<file path="src/rtl/wb_stage.sv">
// wb_stage: writeback stage between the memory-stage pipeline register and the
// register-file write port. Completed results are accepted over valid/ready,
// filtered (non-writing instructions and writes to r0 are dropped), buffered in
// a DEPTH-entry FIFO while the write port is busy, and retired one per cycle.
//
// Optional feature macro: WB_FWD_EN
//   defined   : fwd1/fwd2 compare buffered entries against src1/src2 and
//               forward the youngest matching entry's data.
//   undefined : src1/src2 are ignored, all fwd outputs are tied to 0.
//
// Ports
//   clk, rst                  clock (rising edge), async active-low reset
//   in_valid / in_ready       memory-stage handshake
//   in_wb_en, in_mem_r_en     write-enable and load-select of the offered result
//   in_dest, in_alu_result,
//   in_mem_data               destination and candidate data
//   port_busy                 write port unavailable this cycle
//   WB_Write_Enable/Dest/Data register-file write port (driven from FIFO head)
//   pending                   buffered-entry count 0..DEPTH
//   src1, src2                decode-stage read addresses
//   fwd1_hit/data, fwd2_hit/data  forwarding results

module wb_stage #(
    parameter int unsigned DEPTH = 2
) (
    input  logic                         clk,
    input  logic                         rst,
    input  logic                         in_valid,
    output logic                         in_ready,
    input  logic                         in_wb_en,
    input  logic                         in_mem_r_en,
    input  logic [4:0]                   in_dest,
    input  logic [31:0]                  in_alu_result,
    input  logic [31:0]                  in_mem_data,
    input  logic                         port_busy,
    output logic                         WB_Write_Enable,
    output logic [4:0]                   WB_Dest,
    output logic [31:0]                  WB_Data,
    output logic [$clog2(DEPTH+1)-1:0]   pending,
    input  logic [4:0]                   src1,
    input  logic [4:0]                   src2,
    output logic                         fwd1_hit,
    output logic                         fwd2_hit,
    output logic [31:0]                  fwd1_data,
    output logic [31:0]                  fwd2_data
);

    localparam int unsigned PTR_W  = $clog2(DEPTH);
    localparam int unsigned CNT_W  = $clog2(DEPTH + 1);
    localparam int unsigned DEST_W = 5;
    localparam int unsigned DATA_W = 32;

    logic [DEST_W-1:0] dest_q [DEPTH];
    logic [DATA_W-1:0] data_q [DEPTH];
    logic [PTR_W-1:0]  rd_ptr_q, rd_ptr_d;
    logic [PTR_W-1:0]  wr_ptr_q, wr_ptr_d;
    logic [CNT_W-1:0]  pending_q, pending_d;

    logic              empty_c;
    logic              push_c;
    logic              pop_c;
    logic [DATA_W-1:0] wdata_c;

    // Handshake and head drive, all derived from registered state
    assign empty_c         = (pending_q == CNT_W'(0));
    assign in_ready        = (pending_q < CNT_W'(DEPTH));
    assign WB_Write_Enable = !empty_c && !port_busy;
    assign WB_Dest         = empty_c ? DEST_W'(0) : dest_q[rd_ptr_q];
    assign WB_Data         = empty_c ? DATA_W'(0) : data_q[rd_ptr_q];
    assign pending         = pending_q;

    // Only register-writing results to a non-zero destination are buffered
    assign push_c  = in_valid && in_ready && in_wb_en && (in_dest != DEST_W'(0));
    assign pop_c   = WB_Write_Enable;
    assign wdata_c = in_mem_r_en ? in_mem_data : in_alu_result;

    // Next-state for pointers and occupancy
    always_comb begin
        rd_ptr_d  = rd_ptr_q;
        wr_ptr_d  = wr_ptr_q;
        pending_d = pending_q;
        if (push_c) begin
            wr_ptr_d = wr_ptr_q + PTR_W'(1);
        end
        if (pop_c) begin
            rd_ptr_d = rd_ptr_q + PTR_W'(1);
        end
        if (push_c && !pop_c) begin
            pending_d = pending_q + CNT_W'(1);
        end else if (pop_c && !push_c) begin
            pending_d = pending_q - CNT_W'(1);
        end
    end

    // State and storage registers
    always_ff @(posedge clk or negedge rst) begin
        if (!rst) begin
            rd_ptr_q  <= PTR_W'(0);
            wr_ptr_q  <= PTR_W'(0);
            pending_q <= CNT_W'(0);
            for (int unsigned i = 0; i < DEPTH; i++) begin
                dest_q[i] <= DEST_W'(0);
                data_q[i] <= DATA_W'(0);
            end
        end else begin
            rd_ptr_q  <= rd_ptr_d;
            wr_ptr_q  <= wr_ptr_d;
            pending_q <= pending_d;
            if (push_c) begin
                dest_q[wr_ptr_q] <= in_dest;
                data_q[wr_ptr_q] <= wdata_c;
            end
        end
    end

`ifdef WB_FWD_EN
    logic [PTR_W-1:0] fwd_idx;

    // Scan oldest to youngest over live entries so the youngest match wins
    always_comb begin
        fwd1_hit  = 1'b0;
        fwd2_hit  = 1'b0;
        fwd1_data = DATA_W'(0);
        fwd2_data = DATA_W'(0);
        fwd_idx   = PTR_W'(0);
        for (int unsigned i = 0; i < DEPTH; i++) begin
            fwd_idx = rd_ptr_q + PTR_W'(i);
            if (CNT_W'(i) < pending_q) begin
                if ((src1 != DEST_W'(0)) && (dest_q[fwd_idx] == src1)) begin
                    fwd1_hit  = 1'b1;
                    fwd1_data = data_q[fwd_idx];
                end
                if ((src2 != DEST_W'(0)) && (dest_q[fwd_idx] == src2)) begin
                    fwd2_hit  = 1'b1;
                    fwd2_data = data_q[fwd_idx];
                end
            end
        end
    end
`else
    logic unused_src;

    assign unused_src = ^{src1, src2};
    assign fwd1_hit   = 1'b0;
    assign fwd2_hit   = 1'b0;
    assign fwd1_data  = DATA_W'(0);
    assign fwd2_data  = DATA_W'(0);
`endif

endmodule

</file>
<file path="config.mk">
export PLATFORM = sky130hd
export DESIGN_NAME = wb_stage
export DESIGN_NICKNAME = d
export VERILOG_FILES = /design/src/rtl/wb_stage.sv
export SDC_FILE = /design/constraint.sdc
export NUM_CORES = 1
export LEC_CHECK = 0
export CORE_MARGIN = 2
export CORE_UTILIZATION = 40
export CTS_CLUSTER_DIAMETER = 80
export DETAILED_ROUTE_END_ITERATION = 12
export PLACE_DENSITY = 0.73
export SETUP_SLACK_MARGIN = 0.3
export SYNTH_ARGS = -nofsm -noshare
export SYNTH_HDL_FRONTEND = slang
export SYNTH_SLANG_ARGS = --single-unit
</file>
<file path="constraint.sdc">
create_clock -name clk -period 2.5 [get_ports clk]
set_clock_uncertainty 0.2 [all_clocks]
set_input_delay 0.5 -clock clk [delete_from_list [all_inputs] [get_ports clk]]
set_output_delay 0.5 -clock clk [all_outputs]
set_load 0.03 [all_outputs]
</file>
==> out/qor.yml <==
start_kind: "register"
dpl.cell_count: 614
placementRows: 39
wl_per_cell_um: 14.77
clk-insertion-delay-late_ps: 330
layout.nets: 577
ys_types: 19
grt_overflow: 0
path_clk_slew_ps: 60
cts_root_buffer: "clkbuf_16"
finalNonFillerCells: 639
rr_startpoint: "pending[1]"
synth-edff-count: 0
ir_drop_v: 0.0009232
r2r_slack_ps: 520
yosysMostFrequentCell: "dfrtp_1"
slew_violations: 0
synth_cells: 361
hold_class: "register to register"
cp.arrival_ps: 1540
min_from: "data_q[51]"
multi_input_area_um2: 2341
worst-endpoint-required_ps: 1800
yosys.area.top_type: "dfrtp_1"
io_buffers: 115
grt.total_usage_pct: 15.30
grt_max_degree: 42
max_freq_mhz: 446.5
areaGrowthSynthToFinish_pct: 33.96
cpPeakStageDelay_ps: 410
numCtsBuffers: 9
hold_slack_ps: 304.9
synth_common_cells: "dfrtp_1, buf_4, mux2_4"
synthesis.area_um2: 4664
finalCriticalPeriod_ps: 2240
tritoncts: "done"
initial_core_util_pct: 40.85
synth-seq-cells: 78
cellPowerDensity_nw_per_um2: 1301
place_ws_ps: -59.13
drtAntennaViolNets: 0
slowest_stage: "dfrtp_2"
clockBufferDepth: 2
hold_depth: 1
dp_hpwl_um: 6322
antenna_found_initial: 0
netlist.area_leader.share_pct: 41.85
worstMarginPinSlew_ps: 503.0
synth_area_leaders: "dfrtp_1, mux2_4, mux2_2, buf_4, mux2i_1"
min_to: "data_q[51]"
io_pins: 192
routed_via_density: 4.557
utilization_pct: 54.72
power_w: 0.008131
worstPathMaxFanout: 20
r2r_end: "data_q[8]"
drive_above_1_share_pct: 38.10
setup_viol: 0
grt_setup_unrepaired: "yes"
place.gp.congestion: 0.7413
reg2regPathDepth: 5
avgSynthCellArea_um2: 12.92
drt_wl_total_um: 9438
drc: 0
grt_pass1_vias: 3033
crit_path_end_kind: "output port"
fp.dieH_um: 112.0
die_w_um: 112.0
dieArea_um2: 12540
setup_ws_ps: 260.2
core_um2: 11420
finalHoldViolCount: 0
final.period_utilization_pct: 89.59
worstSetupPathType: "register to output port"
grt_pass1_wl_um: 15350
synth_ff_type: "dfrtp_1"
max_cap_viol_count: 0
outcome: "finished clean"
antenna_cells: 0
seqCellArea_um2: 1954
ys_async_sr_fraction_pct: 100.0
vias: 2912
nFillCells: 979
firstDrtPassIters: 4
yosysSeqAreaShare_pct: 41.85
drtIter0Drc: 67
cts_max_level: 3
yosys_warnings: 0
timing.slew.headroom_pct: 66.47
cts_sinks: 78
crit_chain: "buf_12 > mux2i_1 > nor2_1 > clkdlybuf4s15_2"
p_leak_nw: 2.952
[stage by stage]
| stage | setup TNS [ps] | cell area, um2 |
|---|---|---|
| 4_1_cts | 0 | 6232 |
| 3_3_place_gp | -430.1 | 5818 |
| 5_1_grt | 0 | 6248 |
| 3_5_place_dp | -957.2 | 5818 |
| 2_1_floorplan | 0 | 4908 |
| 6_report | 0 | 6248 |
[flip-flops by register name, summed over array words and instances (netlist names)]
register  cells
data_q       64
wr_ptr_q      1
dest_q       10
pending       2
rd_ptr_q      1
[cell type report]
class                   count  area share, %
well taps                 143          2.863
flip-flops and latches     78          31.28
repair buffers            138          23.21
clock buffers              12          3.785
multi-input cells         260          37.47
inverters                   4         0.2403
clock inverters             4          1.161
[critical path, delay by kind of cell (launching register included)]
family	cells	cell delay [ps]
buffers and inverters	2	500
flip-flops	1	410
multiplexers	1	230
AND/OR/NAND/NOR	1	70
[how the worst max path moves through the flow]
stage / from / to / slack [ps] / depth (start not counted)
finish: rd_ptr_q / WB_Dest[0] / 260 / 4
global route: rd_ptr_q / WB_Dest[0] / 190 / 4
CTS: rd_ptr_q / WB_Dest[2] / 210 / 4
detailed placement: in_dest[2] / dest_q[9] / -60 / 6
global placement: in_dest[2] / dest_q[9] / -40 / 6
floorplan: pending[0] / WB_Data[10] / 320 / 4
[timing repair]
action                                  4_1_cts  5_1_grt
pin swaps                                     0        1
hold endpoints to repair                     37        0
gates cloned                                  1        1
hold buffers                                  1        0
buffers inserted                              2        4
resized for setup                           128       34
endpoints found under the setup margin       42       85
[power by group]
group	internal (W)	switching, W	leakage [nW]
Clock	0.000874	0.000488	0.147
Combinational	0.00217	0.00230	1.87
Sequential	0.00191	0.000386	0.933
[metal layers]
metal | GRT usage, % | share of wire (%) | wire length [um]
met4 | 4.878 | 0.69 | 65
met3 | 3.974 | 7.7 | 723
met5 | 0 | 0 | 0
met1 | 19.85 | 44 | 4167
met2 | 25.17 | 47 | 4481
[cells in the final DEF, fill, tap and decap left out, drive strengths merged, types with 2 or more instances in the layout]
cell type / netlist / layout
mux2: 106 / 106
dfrtp: 78 / 78
clkdlybuf4s50: 0 / 68
conb: 1 / 66
nor2: 40 / 40
mux2i: 37 / 37
buf: 78 / 37
clkdlybuf4s15: 0 / 21
clkbuf: 6 / 14
dlymetal6s2s: 0 / 5
inv: 4 / 4
xnor2: 3 / 3
a211oi: 2 / 2
xor2: 2 / 2
bufinv: 0 / 2
dlygate4sd2: 0 / 2
[kinds of logic (layout without fill, tap and decap cells)]
family          Yosys count  count (layout)  synth area share, %
compound gates            3               3               0.9656
mux                     143             143                38.36
xor+xnor                  5               5               0.9390
simple gates             42              42                4.104
fa+ha+maj                 1               1               0.2682
buf+inv                  88             158                13.44
flops                    78              78                41.85
other cells               1              66              0.08039
No activity file was read; power rests on OpenSTA's default activity.
